**config.mk**
```make
export PLATFORM = sky130hd
export DESIGN_NAME = guess_engine_flat
export DESIGN_NICKNAME = d
export VERILOG_FILES = /design/src/rtl/guess_if.sv /design/src/rtl/guess_engine.sv /design/src/flat_wrapper.sv
export SDC_FILE = /design/constraint.sdc
export NUM_CORES = 1
export LEC_CHECK = 0
export ABC_AREA = 1
export CAP_MARGIN = 20
export CORE_MARGIN = 2
export CORE_UTILIZATION = 40
export CTS_BUF_LIST = sky130_fd_sc_hd__clkbuf_4 sky130_fd_sc_hd__clkbuf_8 sky130_fd_sc_hd__clkbuf_16
export DETAILED_ROUTE_END_ITERATION = 12
export HOLD_SLACK_MARGIN = 0.1
export PLACE_DENSITY = 0.65
export SYNTH_ARGS = -nofsm -noshare
export SYNTH_HDL_FRONTEND = slang
export SYNTH_SLANG_ARGS = --single-unit
```
**constraint.sdc**
```tcl
create_clock -name clock -period 2 [get_ports clock]
set_input_delay 0.2 -clock clock [delete_from_list [all_inputs] [get_ports clock]]
set_output_delay 0.2 -clock clock [all_outputs]
set_load 0.05 [all_outputs]
```
**src/rtl/guess_if.sv**
```systemverilog
// Command and status bundle between a host and the guess_engine game core.
interface guess_if #(
  parameter int NUM_DIGITS = 4,
  parameter int DIGIT_W    = 4
);
  logic                          start;
  logic                          digit_valid;
  logic [DIGIT_W-1:0]            digit_in;
  logic                          check;
  logic [NUM_DIGITS*DIGIT_W-1:0] guess_bus;
  logic [3:0]                    entry_count;
  logic [NUM_DIGITS*DIGIT_W-1:0] secret_bus;
  logic [3:0]                    a_count;
  logic [3:0]                    b_count;
  logic                          result_valid;
  logic [7:0]                    tries;
  logic                          in_error;
  logic                          win;
  logic                          lose;
  logic                          busy;

  modport master (
    output start, digit_valid, digit_in, check,
    input  guess_bus, entry_count, secret_bus, a_count, b_count,
           result_valid, tries, in_error, win, lose, busy
  );

  modport slave (
    input  start, digit_valid, digit_in, check,
    output guess_bus, entry_count, secret_bus, a_count, b_count,
           result_valid, tries, in_error, win, lose, busy
  );
endinterface

```
**src/rtl/guess_engine.sv**
```systemverilog
// Bulls-and-cows style guessing game: LFSR-generated secret of distinct digits,
// digit entry with error flagging, and a one-digit-per-cycle scorer.
module guess_engine #(
  parameter int NUM_DIGITS = 4,
  parameter int BASE       = 10,
  parameter int DIGIT_W    = 4,
  parameter int MAX_TRIES  = 8
) (
  input  logic   clock,
  input  logic   rst,
  guess_if.slave gi
);
  localparam int BUS_W = NUM_DIGITS * DIGIT_W;

  localparam logic [2:0] IDLE   = 3'd0;
  localparam logic [2:0] GEN    = 3'd1;
  localparam logic [2:0] ENTRY  = 3'd2;
  localparam logic [2:0] CMP    = 3'd3;
  localparam logic [2:0] RESULT = 3'd4;
  localparam logic [2:0] WIN    = 3'd5;
  localparam logic [2:0] LOSE   = 3'd6;

  localparam logic [15:0] SEED      = 16'hACE1;
  localparam logic [3:0]  FULL      = 4'(NUM_DIGITS);
  localparam logic [3:0]  LAST_IDX  = 4'(NUM_DIGITS - 1);
  localparam logic [7:0]  TRY_LIMIT = 8'(MAX_TRIES);

  logic [2:0]         state;
  logic [15:0]        lfsr;
  logic [BUS_W-1:0]   secret;
  logic [BUS_W-1:0]   guess;
  logic [3:0]         entry_cnt;
  logic [3:0]         gen_cnt;
  logic [3:0]         cmp_idx;
  logic [3:0]         a_acc;
  logic [3:0]         b_acc;
  logic               dup_acc;
  logic [3:0]         a_cnt;
  logic [3:0]         b_cnt;
  logic [7:0]         tries_cnt;
  logic               res_vld;
  logic               err;
  logic               won;
  logic               lost;

  logic [DIGIT_W-1:0] cand;
  logic               cand_ok;
  logic [DIGIT_W-1:0] g_dig;
  logic               hit_a;
  logic               hit_b;
  logic               hit_dup;

  function automatic logic [DIGIT_W-1:0] digit_at(input logic [BUS_W-1:0] bus,
                                                  input logic [3:0]       idx);
    return bus[int'(idx)*DIGIT_W +: DIGIT_W];
  endfunction

  function automatic logic is_legal(input logic [DIGIT_W-1:0] d);
    return int'(d) < BASE;
  endfunction

  function automatic logic [BUS_W-1:0] shift_in(input logic [BUS_W-1:0]   bus,
                                                input logic [DIGIT_W-1:0] d);
    return {bus[BUS_W-DIGIT_W-1:0], d};
  endfunction

  // Accepted secret digits always sit in the low gen_cnt slots, so only those
  // take part in the distinctness test.
  always_comb begin
    cand    = lfsr[DIGIT_W-1:0];
    cand_ok = is_legal(cand);
    for (int i = 0; i < NUM_DIGITS; i++) begin
      if (i < int'(gen_cnt) && digit_at(secret, 4'(i)) == cand)
        cand_ok = 1'b0;
    end
  end

  always_comb begin
    g_dig   = digit_at(guess, cmp_idx);
    hit_a   = (g_dig == digit_at(secret, cmp_idx));
    hit_b   = 1'b0;
    hit_dup = 1'b0;
    for (int j = 0; j < NUM_DIGITS; j++) begin
      if (4'(j) != cmp_idx && digit_at(secret, 4'(j)) == g_dig)
        hit_b = 1'b1;
      if (4'(j) < cmp_idx && digit_at(guess, 4'(j)) == g_dig)
        hit_dup = 1'b1;
    end
  end

  always_ff @(posedge clock or negedge rst) begin
    if (!rst)
      lfsr <= SEED;
    else
      lfsr <= {lfsr[14:0], lfsr[15] ^ lfsr[13] ^ lfsr[12] ^ lfsr[10]};
  end

  always_ff @(posedge clock or negedge rst) begin
    if (!rst) begin
      state     <= IDLE;
      secret    <= '0;
      guess     <= '0;
      entry_cnt <= '0;
      gen_cnt   <= '0;
      cmp_idx   <= '0;
      a_acc     <= '0;
      b_acc     <= '0;
      dup_acc   <= 1'b0;
      a_cnt     <= '0;
      b_cnt     <= '0;
      tries_cnt <= '0;
      res_vld   <= 1'b0;
      err       <= 1'b0;
      won       <= 1'b0;
      lost      <= 1'b0;
    end else begin
      res_vld <= 1'b0;
      if (gi.start) begin
        state     <= GEN;
        secret    <= '0;
        gen_cnt   <= '0;
        guess     <= '0;
        entry_cnt <= '0;
        tries_cnt <= '0;
        a_cnt     <= '0;
        b_cnt     <= '0;
        err       <= 1'b0;
        won       <= 1'b0;
        lost      <= 1'b0;
      end else begin
        case (state)
          GEN: begin
            if (cand_ok) begin
              secret  <= shift_in(secret, cand);
              gen_cnt <= gen_cnt + 4'd1;
              if (gen_cnt == LAST_IDX)
                state <= ENTRY;
            end
          end
          ENTRY: begin
            if (gi.check) begin
              if (entry_cnt == FULL) begin
                state   <= CMP;
                cmp_idx <= '0;
                a_acc   <= '0;
                b_acc   <= '0;
                dup_acc <= 1'b0;
              end else begin
                err <= 1'b1;
              end
            end else if (gi.digit_valid) begin
              if (is_legal(gi.digit_in)) begin
                guess <= shift_in(guess, gi.digit_in);
                if (entry_cnt != FULL)
                  entry_cnt <= entry_cnt + 4'd1;
                err <= 1'b0;
              end else begin
                err <= 1'b1;
              end
            end
          end
          CMP: begin
            a_acc   <= a_acc + {3'b000, hit_a};
            b_acc   <= b_acc + {3'b000, hit_b};
            dup_acc <= dup_acc | hit_dup;
            cmp_idx <= cmp_idx + 4'd1;
            // A repeated guess digit is rejected without scoring; the guess
            // is discarded so the player re-enters it from scratch.
            if (cmp_idx == LAST_IDX) begin
              if (dup_acc | hit_dup) begin
                state     <= ENTRY;
                err       <= 1'b1;
                guess     <= '0;
                entry_cnt <= '0;
              end else begin
                state <= RESULT;
              end
            end
          end
          RESULT: begin
            res_vld   <= 1'b1;
            a_cnt     <= a_acc;
            b_cnt     <= b_acc;
            tries_cnt <= tries_cnt + 8'd1;
            if (a_acc == FULL) begin
              state <= WIN;
              won   <= 1'b1;
            end else if (tries_cnt + 8'd1 == TRY_LIMIT) begin
              state <= LOSE;
              lost  <= 1'b1;
            end else begin
              state     <= ENTRY;
              guess     <= '0;
              entry_cnt <= '0;
            end
          end
          default: ;
        endcase
      end
    end
  end

  assign gi.guess_bus    = guess;
  assign gi.entry_count  = entry_cnt;
  assign gi.secret_bus   = secret;
  assign gi.a_count      = a_cnt;
  assign gi.b_count      = b_cnt;
  assign gi.result_valid = res_vld;
  assign gi.tries        = tries_cnt;
  assign gi.in_error     = err;
  assign gi.win          = won;
  assign gi.lose         = lost;
  assign gi.busy         = (state == GEN) || (state == CMP) || (state == RESULT);
endmodule

```
**src/flat_wrapper.sv**
```systemverilog
// flat-port wrapper written by rule: the top's interface ports become plain ports
module guess_engine_flat 
#(
  parameter int NUM_DIGITS = 4,
  parameter int BASE       = 10,
  parameter int DIGIT_W    = 4,
  parameter int MAX_TRIES  = 8
)
  (clock, rst, gi_start, gi_digit_valid, gi_digit_in, gi_check, gi_guess_bus, gi_entry_count, gi_secret_bus, gi_a_count, gi_b_count, gi_result_valid, gi_tries, gi_in_error, gi_win, gi_lose, gi_busy);
  guess_if #(.NUM_DIGITS(NUM_DIGITS), .DIGIT_W(DIGIT_W)) gi_i ();
  input  logic clock;
  input  logic rst;
  input wire logic [$bits(gi_i.start)-1:0] gi_start;
  input wire logic [$bits(gi_i.digit_valid)-1:0] gi_digit_valid;
  input wire logic [$bits(gi_i.digit_in)-1:0] gi_digit_in;
  input wire logic [$bits(gi_i.check)-1:0] gi_check;
  output wire logic [$bits(gi_i.guess_bus)-1:0] gi_guess_bus;
  output wire logic [$bits(gi_i.entry_count)-1:0] gi_entry_count;
  output wire logic [$bits(gi_i.secret_bus)-1:0] gi_secret_bus;
  output wire logic [$bits(gi_i.a_count)-1:0] gi_a_count;
  output wire logic [$bits(gi_i.b_count)-1:0] gi_b_count;
  output wire logic [$bits(gi_i.result_valid)-1:0] gi_result_valid;
  output wire logic [$bits(gi_i.tries)-1:0] gi_tries;
  output wire logic [$bits(gi_i.in_error)-1:0] gi_in_error;
  output wire logic [$bits(gi_i.win)-1:0] gi_win;
  output wire logic [$bits(gi_i.lose)-1:0] gi_lose;
  output wire logic [$bits(gi_i.busy)-1:0] gi_busy;
  assign gi_i.start = gi_start;
  assign gi_i.digit_valid = gi_digit_valid;
  assign gi_i.digit_in = gi_digit_in;
  assign gi_i.check = gi_check;
  assign gi_guess_bus = gi_i.guess_bus;
  assign gi_entry_count = gi_i.entry_count;
  assign gi_secret_bus = gi_i.secret_bus;
  assign gi_a_count = gi_i.a_count;
  assign gi_b_count = gi_i.b_count;
  assign gi_result_valid = gi_i.result_valid;
  assign gi_tries = gi_i.tries;
  assign gi_in_error = gi_i.in_error;
  assign gi_win = gi_i.win;
  assign gi_lose = gi_i.lose;
  assign gi_busy = gi_i.busy;
  guess_engine #(.NUM_DIGITS(NUM_DIGITS), .BASE(BASE), .DIGIT_W(DIGIT_W), .MAX_TRIES(MAX_TRIES)) u_core (.clock(clock), .rst(rst), .gi(gi_i));
endmodule
```
======== Yosys cells after proc, flatten, opt, wreduce, memory -nomap -nowiden ========
Index checks and enable logic that the tools add are counted.
Widths: inputs -> output; s select.
cells by class
  eq/ne operators ......................... 43
  add/subtract/negate cells ............... 6
  bitwise logic cells ..................... 5
  reduce and logical (&&, ||, !) cells .... 32
  mux-type cells .......................... 78
  shift-type cells ........................ 2
  $lt $le $gt $ge ......................... 10
operator list
  kind                 count
  $mux 16              11
  $mux 4               18
  $eq 4x4->1           13
  $pmux 16 s3          1
  $shiftx 16x7->4      2
  $mux 1               30
  $mux 3               9
  $pmux 4 s2           3
  $ne 3x2->1 const B   7
  $lt 1x4->1 const A   4
  $lt 2x4->1 const A   4
  $mux 8               2
  $ne 3x3->1 const B   5
  $add 4x1->4 const B  3
  $logic_and 1x1->1    12
  $pmux 3 s4           1
  $pmux 4 s3           1
  $reduce_bool 2->1    6
  $reduce_and 9->1     1
  $add 4x1->4          2
  $add 8x1->8 const B  1
  $eq 4x2->1 const B   2
  $eq 4x3->1 const B   2
  $eq 8x4->1 const B   1
  24 further kinds     35
word-level totals
  register bits after elaboration ......... 92
  output and inout port bits .............. 57

======== Longest topological paths before layout ========
Gate-level depths: netlist of the first run.
  depth after elaboration ................. 12
  gate-level depth with buffers ........... 16
  gate-level depth less buffers ........... 16

======== Worst setup path before layout of the first run ========
Ideal clock, no wire load.
  path type ............................... register -> register
  start ................................... register u_core.tries_cnt[0], in the netlist u_core.gi.tries[0]
  end ..................................... register u_core.guess[6], in the netlist u_core.gi.guess_bus[6]
  cell stages (with the launch flop) ...... 15
  buffers on the path ..................... 1
  required time ........................... 1882 ps
  arrival time ............................ 2148 ps
  period minus slack after synthesis ...... 2266 ps
  library setup time ...................... 118 ps
  setup slack ............................. -266 ps
  cell sequence ........................... dfrtp_1 -> ha_1 -> nand2_1 -> inv_2 -> nand2_1 -> xor2_1 -> inv_1 -> nor2_1 -> nand3_1 -> nor2_1 -> o21ai_2 -> nand4_4 -> buf_6 -> nand2_1 -> nand2_1
between the ends
  longest elaborated chain between the ends .. 4
ends and longest elaborated chain
  element                            line                 source
  start, declared                    guess_engine.sv:40   logic [7:0] tries_cnt;
  start signal, assigned             guess_engine.sv:184  tries_cnt <= tries_cnt + 8'd1;
  $add 8x1->8                        guess_engine.sv:188  end else if (tries_cnt + 8'd1 == TRY_LIMIT) begin
  $eq 8x4->1                         guess_engine.sv:188
  $ne 3x3->1 (no source line)        n/a
  $reduce_and 8->1 (no source line)  n/a
  end signal, assigned               guess_engine.sv:153  guess <= shift_in(guess, gi.digit_in);
  end, declared                      guess_engine.sv:31   logic [BUS_W-1:0] guess;
No other way between the ends.
A chain may end at the register's enable or synchronous reset.

======== Worst setup path after layout of the first run ========
  start ................................... register u_core.cmp_idx[0]
  end ..................................... register u_core.guess[2], in the netlist u_core.gi.guess_bus[2]
between the ends
  longest elaborated chain between the ends .. 10
  elaborated cells between the ends (all ways) .. 22
  classes of those cells .................. 4 x order compare; 7 x eq/ne; 1 x shift; 4 x mux; 1 x bitwise; 5 x reduce/logical
ends and longest elaborated chain
  element                              line                 source
  start, declared                      guess_engine.sv:34   logic [3:0] cmp_idx;
  start signal, assigned               guess_engine.sv:166  cmp_idx <= cmp_idx + 4'd1;
  $shiftx 16x7->4                      guess_engine.sv:55   return bus[int'(idx)*DIGIT_W +: DIGIT_W];
  $eq 4x4->1                           guess_engine.sv:86   if (4'(j) < cmp_idx && digit_at(guess, 4'(j)) == g_dig)
  $logic_and 1x1->1                    guess_engine.sv:86
  $mux 1 (4 in a row)                  guess_engine.sv:86
  $or 1x1->1                           guess_engine.sv:170  if (dup_acc | hit_dup) begin
  $ne 3x2->1 (no source line)          n/a
  $reduce_and 8->1 (no source line) *  n/a
Every way passes the cells marked *; elsewhere a longest branch is shown, timed or not.

==> results.md, run 1 <==
- CP Data Required Time: 2.24 ns
- Starting Density: 41.3%
- Number of H-tree levels: 3
- CP Capture Type: flop
- PortBufs: 65
- First-pass GRT wire length: 26100 µm
- Clock tree root driver cell: clkbuf_16
- Worst Path Max Fanout: 11
- Vias: 5288
- Netlist cell types: 40
- # diodes: 0
- Die area: 14100 µm²
- Worst slew pin tran: 0.552 ns
- Max Buffers Root-to-Sink: 2
- Crit path cell chain: buf_6 -> nand2_1 -> nand3_4 -> nand3_4 -> buf_4 -> nor2_1 -> nor2_1 -> nand3_1 -> nor2_1 -> nor2_2 -> nand2_2 -> nand2_4 -> nand2_8 -> nand4_1 -> nand2_1
- Final period demand of the worst path: 2.29 ns
- Layout cells sized above 1: 27.6%
- Post-DR vias/cell: 5.24
- Hold depth: 0
- Die H: 119 µm
- Fin area: 7430 µm²
- Max-slew headroom: 63.2%
- CP Launch Type: flop
- Finished Layout Cells: 1010
- Area contributors post-synth: dfrtp_1 (40%), nand2_1 (12%), inv_1 (5.5%)
- DP HPWL: 11500 µm
- Reg2reg setup slack: -0.29 ns
- Seq/Total Area, Yosys: 43.8%
- Area leader, netlist: dfrtp_1
- Reg2reg start: u_core.cmp_idx[0]$_DFFE_PN0P_
- R2R depth: 15
- Max VDD drop: 0.887 mV
- Synthesized area: 5280 µm²
- LEAKAGE: 3.46 nW
- Slew Viols, Final: 0
- FFs w/ async S/R, synth: 100%
- FF-to-FF End: u_core.gi.guess_bus[2]$_DFFE_PN0P_
- Number of global-route vias before repair: 5274
- Setup WS pre-CTS: -0.312 ns
- RSZ-0062 raised after global routing: yes
- EDFF count, synth: 0
- First drt pass iteration count: 6
- Worst hold path class: reg -> reg
- GR peak layer: met2
- Grt ovf: 0
- Die width: 119 µm
- Clk sinks: 92
- Final WS setup: -0.293 ns
- Cell Rows: 41
- Met3 track demand over resource: 5.41%
- DRC violations left: 0
- CTS tree: built
- Synth Instances: 668
- Slowest stage delay, CP: 0.46 ns
- Hold Path End: u_core.lfsr[9]$_DFF_PN0_
- Period utilization: 115%
- Final setup fails: 32
- Top-count cell post-synth: nand2_1
- Final core occ: 58.1%
- PD cells: 1270 nW/µm²
- Avg Inst Size Synth: 7.90 µm²
- Post-synth top cells: nand2_1 (172), dfrtp_1 (84), inv_1 (77)
- Cts bufs inserted: 9
- WL per Instance: 15.5 µm
- Syn. warnings: 0
- Critical-path top delay cell: dfrtp_2
- Core ar.: 12800 µm²
- Violated checks: negative setup slack
- Synth top area share: 39.8%
- DRT antenna net count: 0
- Top cell by count, worst path: nor2_1
- I/O pin cnt: 66
- Worst slack on hold paths: 0.356 ns
- Clk_lat worst skew: 0.36 ns
- WL final: 15700 µm
- Max Cap Viol: 0
- Area growth from synthesis to layout: 40.7%
- CTS clock-pin slew for the worst setup and hold paths: 0.07 ns
- Gr usage total: 23.1%
- Max Clk Rate: 0.436 GHz
- Placed cell count: 984
- Yosys reg bits: 92
- GP Congestion: 0.996
- Hold path startpoint: u_core.lfsr[8]$_DFF_PN0_
- 1st-iter DRT viols: 382
- Placed cell area: 6870 µm²
- Critical path arrival: 2.53 ns
- Pin count of the biggest net entering global routing: 42
- Synth Flop Type: dfrtp_1
- Setup Crit Path Kind: reg -> reg
- Synthesized Nets: 689
- GRT met1 Usage: 30.9%
- Fin. Hold Viols: 0
- Clock skew: 0.0106 ns
- Grt met2 use: 37.9%
- Nets: 854
- Status: complete, but fails checks
- Antenna violations before repair: 0
how the worst max path moves through the flow:
stage / start / depth (start not counted) / end / slack [ns]
after global routing: u_core.cmp_idx[0]$_DFFE_PN0P_ / 15 / u_core.gi.guess_bus[2]$_DFFE_PN0P_ / -0.39
final: u_core.cmp_idx[0]$_DFFE_PN0P_ / 15 / u_core.gi.guess_bus[2]$_DFFE_PN0P_ / -0.29
after global placement: u_core.cmp_idx[0]$_DFFE_PN0P_ / 13 / u_core.b_acc[2]$_DFFE_PN0P_ / -0.18
after detailed placement: u_core.cmp_idx[0]$_DFFE_PN0P_ / 14 / u_core.b_acc[2]$_DFFE_PN0P_ / -0.31
after floorplan: u_core.cmp_idx[0]$_DFFE_PN0P_ / 14 / u_core.b_acc[2]$_DFFE_PN0P_ / -0.04
after CTS: u_core.cmp_idx[0]$_DFFE_PN0P_ / 14 / u_core.b_acc[2]$_DFFE_PN0P_ / -0.23
registers in the layout, indices dropped and copies added (netlist names), 3 cells and up:
| signal | flops |
|---|---|
| u_core.a_acc | 4 |
| u_core.b_acc | 4 |
| u_core.cmp_idx | 4 |
| u_core.gen_cnt | 4 |
| u_core.gi.a_count | 4 |
| u_core.gi.b_count | 4 |
| u_core.gi.entry_count | 4 |
| u_core.gi.guess_bus | 16 |
| u_core.gi.secret_bus | 16 |
| u_core.gi.tries | 8 |
| u_core.lfsr | 16 |
| u_core.state | 3 |
critical path, delay by kind of cell (launching register included):
family	cells	cell delay, ns
and+or+nand+nor	13	1.39
DFF	1	0.46
buffers and inverters	2	0.33
cells by family after synthesis:
family                     share of synthesized area, %
DFF                                                43.8
AOI/OAI and AO/OA                                  11.1
buffers and inverters                              8.51
and+or+nand+nor                                    29.4
adders and majority gates                          2.84
xor gates and xnor gates                           4.31
timing repair:
action | CTS | global route
cloned | 1 | 1
hold buffers | 1 | 0
gates resized for setup | 25 | 25
hold endpoints to repair | 39 | 0
pin swaps | 5 | 14
buffers inserted | 4 | 3
setup endpoints to repair | 32 | 55
power breakdown:
part	internal, W	total, W	switching, W
Combinational	0.00203	0.00517	0.00315
Sequential	0.00217	0.00246	0.000287
Clock	0.00102	0.00177	0.000746
Total	0.00522	0.00940	0.00418
cells in the final DEF, fill, tap and decap left out, types with 18 or more instances in the layout:
cell and instances:
clkdlybuf4s50_1 63, nor2_1 62, dfrtp_2 34, buf_4 100
nand4_1 32, dfrtp_1 50, inv_1 73, o22ai_1 21
nand2_1 163, xor2_1 18, nand3_1 21, o21ai_0 33
a21oi_1 21
final cells by class:
type / instances / area (µm²)
clock buffers: 11 / 246
clock inverters: 5 / 60.1
fillers: 1115 / 5350
inverters: 85 / 327
multi-input cells: 472 / 2710
flip-flops and latches: 92 / 2350
well taps: 172 / 215
repair buffers: 173 / 1520
layer usage:
layer / vias to the layer above / wire, µm
met3: 28 / 1020
met2: 197 / 7600
met1: 2531 / 6800
met5: - / 0
met4: 0 / 253
li1: 2532 / -
through the flow:
stage                     setup TNS [ns]  total power (W)
after floorplan                   -0.189          0.00542
after global placement             -3.73          0.00701
final                              -6.65          0.00940
after detailed placement           -7.69          0.00713
after CTS                          -3.76          0.00916
after global routing              -12.24           0.0100
(Power assumes the default switching activity.)
==> run 2: changes to the inputs <==
--- a/config.mk
+++ b/config.mk
@@ -5,14 +5,13 @@
 export SDC_FILE = /design/constraint.sdc
 export NUM_CORES = 1
 export LEC_CHECK = 0
-export ABC_AREA = 1
 export CAP_MARGIN = 20
 export CORE_MARGIN = 2
 export CORE_UTILIZATION = 40
 export CTS_BUF_LIST = sky130_fd_sc_hd__clkbuf_4 sky130_fd_sc_hd__clkbuf_8 sky130_fd_sc_hd__clkbuf_16
 export DETAILED_ROUTE_END_ITERATION = 12
 export HOLD_SLACK_MARGIN = 0.1
-export PLACE_DENSITY = 0.65
+export PLACE_DENSITY = 0.67
 export SYNTH_ARGS = -nofsm -noshare
 export SYNTH_HDL_FRONTEND = slang
 export SYNTH_SLANG_ARGS = --single-unit
==> constraint.sdc (replaced) <==
create_clock -name clock -period 2.2 [get_ports clock]
set_input_delay 0.22 -clock clock [delete_from_list [all_inputs] [get_ports clock]]
set_output_delay 0.22 -clock clock [all_outputs]
set_load 0.05 [all_outputs]
==> run 2 against run 1 <==
The run still ends with negative setup slack left. Worst setup slack worse by 0.19 ns. Final cell count fell by 11%. Synthesized cell count fell by 17%. Global-route usage down 0.52 points. Flip-flop and latch count is the same. Routed wire length fell by 0.24%. Critical path type unchanged. Largest cell class unchanged. Largest power group unchanged. Highest routed layer unchanged.
==> results.md, run 2 <==
- CP Capture Type: flop
- Max Buffers Root-to-Sink: 2
- Area growth from synthesis to layout: 40.7%
- Slew Viols, Final: 0
- Yosys reg bits: 92
- Fin. Hold Viols: 0
- RSZ-0062 raised after global routing: yes
- Avg Inst Size Synth: 9.70 µm²
- Hold Path End: u_core.dup_acc$_DFFE_PN0P_
- Violated checks: negative setup slack
- Met3 track demand over resource: 4.80%
- Die H: 120 µm
- Most frequent cells in the layout: buf_4 (117), dfrtp_1 (68), clkdlybuf4s50_1 (62)
- CP Data Required Time: 2.44 ns
- CTS tree: built
- Synthesized area: 5360 µm²
- Max VDD drop: 0.425 mV
- Final setup fails: 33
- Antenna violations before repair: 0
- Internal power: 0.00515 W
- Synth Flop Type: dfrtp_1
- CTS clock-pin slew for the worst setup and hold paths: 0.07 ns
- Grt met2 use: 36.5%
- Status: complete, but fails checks
- Max Clk Rate: 0.373 GHz
- Max-slew headroom: 64.5%
- Worst slack on hold paths: 0.192 ns
- First-pass GRT wire length: 25500 µm
- Period utilization: 122%
- Nets: 740
- Setup Crit Path Kind: reg -> reg
- WL final: 15600 µm
- Synth Instances: 552
- Final WS setup: -0.482 ns
- Reg2reg setup slack: -0.48 ns
- Clk_lat worst skew: 0.36 ns
- Final period demand of the worst path: 2.68 ns
- Vias: 4855
- Critical path arrival: 2.92 ns
- Comb power frac: 58.0%
- LEAKAGE: 3.46 nW
- # diodes: 0
- Seq/Total Area, Yosys: 43.2%
- FF-to-FF End: u_core.a_acc[2]$_DFFE_PN0P_
- Post-synth top cells: dfrtp_1 (84), nor2_1 (60), nand2_1 (56)
- Grt ovf: 0
- Cts bufs inserted: 9
- Critical-path top delay cell: mux4_2
- Die area: 14300 µm²
- Number of global-route vias before repair: 4990
- First drt pass iteration count: 5
- PortBufs: 65
- Worst Path Max Fanout: 5
- Syn. warnings: 0
- Layout cells sized above 1: 29.8%
- Sw frac: 42.6%
- CP Launch Type: flop
- FFs w/ async S/R, synth: 100%
- Worst hold path class: in -> reg
- Hold depth: 2
- Pin count of the biggest net entering global routing: 46
- EDFF count, synth: 0
- Placed cell area: 7020 µm²
- Top cell by count, worst path: buf_4
- WL per Instance: 17.4 µm
- Clock tree root driver cell: clkbuf_16
- 1st-iter DRT viols: 303
- Clock skew: 0.00988 ns
- I/O pin cnt: 66
- Final core occ: 57.4%
- GR peak layer: met2
- GP Congestion: 0.994
- PD cells: 1190 nW/µm²
- Buffer and inverter count on the worst path: 3
- Gr usage total: 22.6%
- Reg2reg start: u_core.cmp_idx[0]$_DFFE_PN0P_
- Commonest non-fill, non-tap cell in the layout: buf_4
- Crit path cell chain: buf_4 -> mux4_2 -> buf_4 -> xor2_1 -> o41ai_2 -> buf_4 -> ha_4 -> ha_4 -> nand2_2 -> xor2_1 -> nor2_1
- Slowest stage delay, CP: 0.59 ns
- R2R depth: 11
- Cell Rows: 42
- Post-DR vias/cell: 5.39
- Clk pwr share: 16.6%
- Starting Density: 40.8%
- Synthesized Nets: 573
- DRT antenna net count: 0
- Top-count cell post-synth: dfrtp_1
- Area contributors post-synth: dfrtp_1 (39%), mux2i_1 (7.7%), xor2_1 (4.4%)
- Fin area: 7540 µm²
- Synth top area share: 39.2%
- DP HPWL: 11200 µm
- Area leader, netlist: dfrtp_1
- DRC violations left: 0
- Filler Cell Count: 1146
- Max Cap Viol: 0
- Number of H-tree levels: 3
- Hold path startpoint: gi_start
- Clk sinks: 92
- Seq pwr share: 25.3%
- Die width: 120 µm
- Crit path max-delay family: multiplexers
- GRT met1 Usage: 29.3%
- Tot Pwr: 0.00897 W
- NetSw: 0.00382 W
- Netlist cell types: 68
- Core ar.: 13100 µm²
- Worst slew pin tran: 0.531 ns
## run 2: cell count changes after synthesis, moves of 12 or more
| cell | change |
|---|---|
| o22ai_1 | -21 |
| clkbuf_1 | +12 |
| xnor2_1 | +19 |
| nand4_1 | -27 |
| nand2_1 | -116 |
| inv_1 | -50 |
| o21ai_0 | -30 |
| mux2i_1 | +41 |
## run 2: repair_timing
action / CTS / global route
setup buffers: 2 / 2
resized for setup: 14 / 19
endpoints found under the setup margin: 33 / 47
pin swaps: 6 / 10
hold buffers: 1 / 0
hold endpoints to repair: 27 / 0
gates cloned: 1 / 1
## run 2: cells by family after synthesis
logic type	after synthesis	share of synthesized area, %
mux	53	11.9
fa+ha+maj	12	2.80
xor+xnor	52	8.50
compound gates	91	11.6
simple gates	190	16.5
buf+inv	62	5.56
flops	92	43.2
## run 2: worst max path at each step
stage,from,endpoint,slack [ns],depth (start not counted)
detailed placement,u_core.cmp_idx[0]$_DFFE_PN0P_,u_core.a_acc[1]$_DFFE_PN0P_,-0.60,8
global placement,u_core.cmp_idx[0]$_DFFE_PN0P_,u_core.a_acc[1]$_DFFE_PN0P_,-0.54,8
global route,u_core.cmp_idx[0]$_DFFE_PN0P_,u_core.gi.guess_bus[8]$_DFFE_PN0P_,-0.56,9
finish,u_core.cmp_idx[0]$_DFFE_PN0P_,u_core.a_acc[2]$_DFFE_PN0P_,-0.48,11
CTS,u_core.cmp_idx[0]$_DFFE_PN0P_,u_core.gi.guess_bus[8]$_DFFE_PN0P_,-0.44,9
floorplan,u_core.gi.guess_bus[9]$_DFFE_PN0P_,u_core.gi.guess_bus[9]$_DFFE_PN0P_,-0.48,12
## run 2: metrics by stage
step | setup slack, ns | instances | setup TNS, ns
after floorplan | -0.478 | 552 | -12.94
after global placement | -0.535 | 877 | -12.81
after detailed placement | -0.596 | 877 | -16.00
after CTS | -0.440 | 897 | -12.17
after global routing | -0.563 | 900 | -15.78
final | -0.482 | 900 | -12.25
## run 2: area by class of cell
| type | instances | area, µm² | share of cell area, % |
|---|---|---|---|
| inverter | 27 | 101 | 1.34 |
| sequential | 92 | 2330 | 30.9 |
| tap | 176 | 220 | 2.92 |
| multi-input combinational | 399 | 2940 | 39.1 |
| clock buffer | 9 | 225 | 2.99 |
| timing repair buffer | 190 | 1660 | 22.1 |
| clock inverter | 7 | 50.0 | 0.664 |
## run 2: power groups by stage
stage	Combinational, W	Clock, W	Sequential [W]
2_1_floorplan	0.00258	0	0.00271
3_3_place_gp	0.00465	0	0.00225
3_5_place_dp	0.00474	0	0.00227
4_1_cts	0.00492	0.00153	0.00225
5_1_grt	0.00559	0.00160	0.00230
6_report	0.00521	0.00149	0.00227
## run 2: metal layers
| layer | part of all wire (%) | vias to the layer above |
|---|---|---|
| li1 | - | 2252 |
| met1 | 44 | 2417 |
| met2 | 49 | 154 |
| met3 | 4.7 | 32 |
| met4 | 2.5 | 0 |
| met5 | 0 | - |
==> patch 1 (flow settings as in run 1) <==
Make the reset (`rst`) synchronous in 2 clocked blocks.
--- a/src/rtl/guess_engine.sv
+++ b/src/rtl/guess_engine.sv
@@ -88,14 +88,14 @@
     end
   end
 
-  always_ff @(posedge clock or negedge rst) begin
+  always_ff @(posedge clock) begin
     if (!rst)
       lfsr <= SEED;
     else
       lfsr <= {lfsr[14:0], lfsr[15] ^ lfsr[13] ^ lfsr[12] ^ lfsr[10]};
   end
 
-  always_ff @(posedge clock or negedge rst) begin
+  always_ff @(posedge clock) begin
     if (!rst) begin
       state     <= IDLE;
       secret    <= '0;
Formal check against the unedited RTL: differs if rst is asserted again (counterexample within 4 cycles, from zero or initial values and one cycle with rst low); with rst held inactive, the same outputs for 10 cycles.
==> patch 1 against run 1 <==
- the flow still finishes with violations (negative setup slack)
- setup slack lost 0.038 ns
- sequential share of layout area shrank 6.2 points
- hold slack gained 0.066 ns
- cell area grew 2.0%
- largest cell class unchanged
- synthesized cell count grew 5.4%
- area after synthesis shrank 5.6%
- fmax shrank 1.6%
- wire length grew 0.27%
- sequential cell count is the same
Power is not compared: it rests on default switching activity, and its combinational part moved more than twofold at a synthesized area within 25%.
==> patch 1: results (changes against run 1) <==
The layout cell share with drive strength beyond 1 was 31.6% (+4.0 points); the fraction of area in clock buffers and inverters was 3.88% (-0.24 points). The final worst hold slack was 0.422 ns (+0.0663 ns). The number of nets in the synthesized netlist is 725 (+5.2%), and the routability congestion estimate is 0.919 (-7.8%).

The fill cell instance count of the final layout is 1113 (-0.18%). The most used flip-flop cell after synthesis is sky130_fd_sc_hd__dfxtp_1. The non-clock buffering overhead in the final layout came out at 23.9% (+3.5 points). The actual transition at the worst max-transition pin is 0.514 ns (-0.0389 ns), and the instance area after placement is 0.00655 mm2 (-4.6%).

Following the worst setup path forward leads to its endpoint at u_core.gi.in_error$_SDFFE_PP0P_. The placed instance count was 1008 (+2.4%); the setup clock skew after layout was 0.0132 ns (+0.00264 ns). The run gives 25100 um (-4.1%) as the first-pass GRT wire length. The kind of cell adding the most delay to the critical path was buffers and inverters. The cell depth of the worst flop-to-flop path is 17 (+2), and the count of cells along the worst hold path is 1 (+1). The fraction of area in multi-input gates was 38.6% (+2.2 points); the multi-input combinational cell count was 481 (+1.9%).

The tools report the detailed-router iteration count before antenna repair as 5 (-1). The async set or reset register ratio after synthesis came out at 0% (-100 points). The final reports fail on negative setup slack.

Area of the multi-input gates: 0.00293 mm2 (+8.2%). The logs give 266 (-30%) for the initial detailed-routing violation count and 1049 (+3.9%) for the count of placed standard cells in the final layout, fillers left out. For the portion of the post-synthesis area used by sequential elements, the log shows 36.9% (-6.8 points).

The tools report the launch point of the critical path as u_core.cmp_idx[2]$_SDFFE_PN0P_. The flow ran to the end, but the final reports show violations. The worst register-to-register path begins at u_core.cmp_idx[2]$_SDFFE_PN0P_. Distinct cell type count after synthesis: 45 (+13%).

The logs give 29 (-9.4%) for the number of failing setup endpoints in the final timing report and 10 (-1) for the layout clock buffer count. The worst path setup slack after routing came out at -0.331 ns (-0.0383 ns).
## patch 1: cells by family after synthesis
| group | Yosys count | synth area share [%] |
|---|---|---|
| AOI/OAI and AO/OA | 161 | 17.6 |
| xor gates and xnor gates | 29 | 5.10 |
| adders and majority gates | 12 | 3.01 |
| buffers and inverters | 131 | 11.0 |
| DFF | 92 | 36.9 |
| and+or+nand+nor | 279 | 26.4 |
## patch 1: report_power, final
| group | switching (mW) | internal [mW] |
|---|---|---|
| Clock | 0.799 | 0.902 |
| Combinational | 0.745 | 0.573 |
| Sequential | 0.0721 | 1.90 |
| Total | 1.62 | 3.37 |
## patch 1: per-layer routing
metal | up-vias | wire, um | global-route usage (%)
met5 | - | 0 | 0
met4 | 0 | 415 | 8.97
met3 | 30 | 505 | 3.24
met2 | 110 | 7740 | 40.4
met1 | 2421 | 7050 | 31.0
li1 | 2632 | - | -
## patch 1: timing repair
item,in CTS,in global routing
setup buffers,11,12
endpoints found under the setup margin,30,49
cloned,3,0
resized for setup,49,70
pin swaps,9,24
==> patch 2 (flow settings as in run 1) <==
Made on the original files. `NUM_DIGITS` is set to 4 in 3 places; all go to 6.
--- a/src/rtl/guess_if.sv
+++ b/src/rtl/guess_if.sv
@@ -1,6 +1,6 @@
 // Command and status bundle between a host and the guess_engine game core.
 interface guess_if #(
-  parameter int NUM_DIGITS = 4,
+  parameter int NUM_DIGITS = 6,
   parameter int DIGIT_W    = 4
 );
   logic                          start;
--- a/src/rtl/guess_engine.sv
+++ b/src/rtl/guess_engine.sv
@@ -1,7 +1,7 @@
 // Bulls-and-cows style guessing game: LFSR-generated secret of distinct digits,
 // digit entry with error flagging, and a one-digit-per-cycle scorer.
 module guess_engine #(
-  parameter int NUM_DIGITS = 4,
+  parameter int NUM_DIGITS = 6,
   parameter int BASE       = 10,
   parameter int DIGIT_W    = 4,
   parameter int MAX_TRIES  = 8
--- a/src/flat_wrapper.sv
+++ b/src/flat_wrapper.sv
@@ -1,7 +1,7 @@
 // flat-port wrapper written by rule: the top's interface ports become plain ports
 module guess_engine_flat 
 #(
-  parameter int NUM_DIGITS = 4,
+  parameter int NUM_DIGITS = 6,
   parameter int BASE       = 10,
   parameter int DIGIT_W    = 4,
   parameter int MAX_TRIES  = 8
Ports: changed (resized gi_guess_bus and gi_secret_bus); port bits go from 66 to 82. No check against the original RTL was run, so the function may have changed too.
==> patch 2 against run 1 <==
- cell area rose by 43%
- sequential share of layout area shrank 5.6 points
- largest cell class unchanged
- setup slack got worse by 0.54 ns
- highest routed layer unchanged
- power is 50% higher
- area after synthesis grew 22%
- fmax shrank 19%
- first-iteration DRC count up 110%
- cell count grew 35%
- count of clock-buffer cells in the layout fell by 1
- the run still ends with negative setup slack left
- wire length rose by 63%
- sequential cell count increased by 16
- core utilization up 8.9 points
- critical path type unchanged
- via count increased by 43%
==> patch 2: results (changes against run 1) <==
Number of failing setup endpoints in the final timing report: 69 (+120%). The total detailed-routing wirelength is 25600 um (+63%). The logs give 9.38 mW (+81%) for the power attributed to combinational cells and 3.11 ns (+0.58 ns) for the signal arrival time at the worst endpoint. The number of nets in the finished design is 1160 (+36%), and the distinct cell type count after synthesis is 38 (-5.0%). Count of vias placed by the detailed router: 7557 (+43%). Reported leakage power: 4.90 nW (+41%).

The largest stage delay on the critical path is 0.46 ns (about the same), and the power in sequential cells is 2.82 mW (+15%). The run gives 0 (unchanged) as the synthesis warning total. The flow ran to the end, but the final reports show violations.

For the final worst hold slack, the log shows 0.300 ns (-0.0552 ns). The tools report the portion of the post-synthesis area used by sequential elements as 42.1% (-1.7 points). The tools report the maximum number of pins on one net before global-route repair as 37 (-12%). For the count of placed standard cells in the final layout, fillers left out, the log shows 1359 (+35%).

In this run the critical register-to-register path is captured at u_core.b_acc[2]$_DFFE_PN0P_. The full die area was 0.0171 mm2 (+21%); the synthesized area per cell was 7.52 um2 (-4.9%). The run gives 37100 um (+42%) as the first-pass GRT wire length.

The final reports fail on negative setup slack. The worst-skew pair later-pin latency came out at 0.38 ns (+0.02 ns). The placed instance count is 1302 (+32%), and the async set or reset register ratio after synthesis is 100% (unchanged).

The count of input and output buffers came out at 81 (+25%). The switching power as a share of total power is 47.0% (+2.5 points), and the largest fanout on the critical path is 9 (-2). The cell depth of the worst flop-to-flop path works out to 19 (+4). Following the worst setup path forward leads to its endpoint at u_core.b_acc[2]$_DFFE_PN0P_.

Ranked by total cell area, the synthesized netlist is headed by sky130_fd_sc_hd__dfrtp_1 (39%), sky130_fd_sc_hd__nand2_1 (13%), sky130_fd_sc_hd__inv_1 (6.1%). Tracing the worst setup path back leads to its startpoint at u_core.cmp_idx[0]$_DFFE_PN0P_. The layout cell share with drive strength beyond 1 was 41.0% (+13 points); the overall fraction of global-route tracks in use was 28.3% (+5.2 points). The maximum VDD drop was 0.663 mV (-25%). The path class of the tightest hold or removal check is in2async. The logs give 15500 um (+35%) for the half-perimeter wire length after detailed placement and 53.3% (-9.8 points) for the worst slew margin relative to its limit. Setup clock skew after layout: 0.0109 ns (+0.000294 ns). The routability congestion estimate came out at 0.933 (-6.4%).

The number of global-route vias before repair is 7124 (+35%). The worst path setup slack after routing was -0.837 ns (-0.544 ns); the clock transition at the registers of the reported paths was 0.09 ns (+0.02 ns). The number of nets in the synthesized netlist is 879 (+28%).

In the synthesized netlist, the cells that appear most often are sky130_fd_sc_hd__nand2_1 (215), sky130_fd_sc_hd__inv_1 (104), sky130_fd_sc_hd__dfrtp_1 (100). The initial detailed-routing violation count is 817 (+110%). The detailed-router iteration count before antenna repair came out at 7 (+1). The post-layout total power came out at 14.1 mW (+50%).

The main flop type after synthesis is sky130_fd_sc_hd__dfrtp_1.
==> patch 2: final cells by class <==
class                   count  area, um2
clock buffers              10        239
multi-input cells         606       3960
repair buffers            305       2880
well taps                 216        270
flip-flops and latches    108       2770
clock inverters             6       62.6
fillers                  1214       5210
inverters                 108        435
==> patch 2: logic make-up (layout without fill, tap and decap cells) <==
logic type / count (synthesis) / count (layout) / synth area share [%]
AO/OA/AOI/OAI: 147 / 147 / 13.2
AND/OR/NAND/NOR: 407 / 408 / 27.6
flip-flops: 108 / 108 / 42.1
adder cells (fa/ha/maj): 13 / 13 / 2.52
buffers and inverters: 144 / 429 / 9.36
XOR/XNOR: 38 / 38 / 5.17
==> patch 2: through the flow <==
| stage | setup TNS (ns) | util [%] | area (um2) | setup WS, ns |
|---|---|---|---|---|
| after floorplan | -9.72 | - | 6530 | -0.404 |
| after global placement | -21.51 | 56.0 | 8860 | -0.598 |
| after detailed placement | -24.79 | 56.0 | 8860 | -0.688 |
| after CTS | -17.74 | 63.5 | 10100 | -0.489 |
| after global routing | -35.53 | 67.1 | 10600 | -0.925 |
| final | -29.68 | 67.1 | 10600 | -0.837 |
==> patch 2: what timing repair did <==
item	in CTS	in global routing
gates resized for setup	132	111
gates cloned	6	0
endpoints found under the hold margin	28	0
hold buffers	1	0
pin swaps	34	36
setup endpoints to repair	69	70
buffers inserted	22	16
==> patch 2: layer usage <==
metal | up-vias | global-route usage (%) | part of all wire [%] | wire length [um]
met5 | - | 0 | 0 | 0
met4 | 0 | 12.3 | 4.8 | 1230
met3 | 119 | 5.62 | 7.7 | 1960
met2 | 426 | 46.3 | 48 | 12200
met1 | 3603 | 36.6 | 40 | 10200
li1 | 3409 | - | - | -
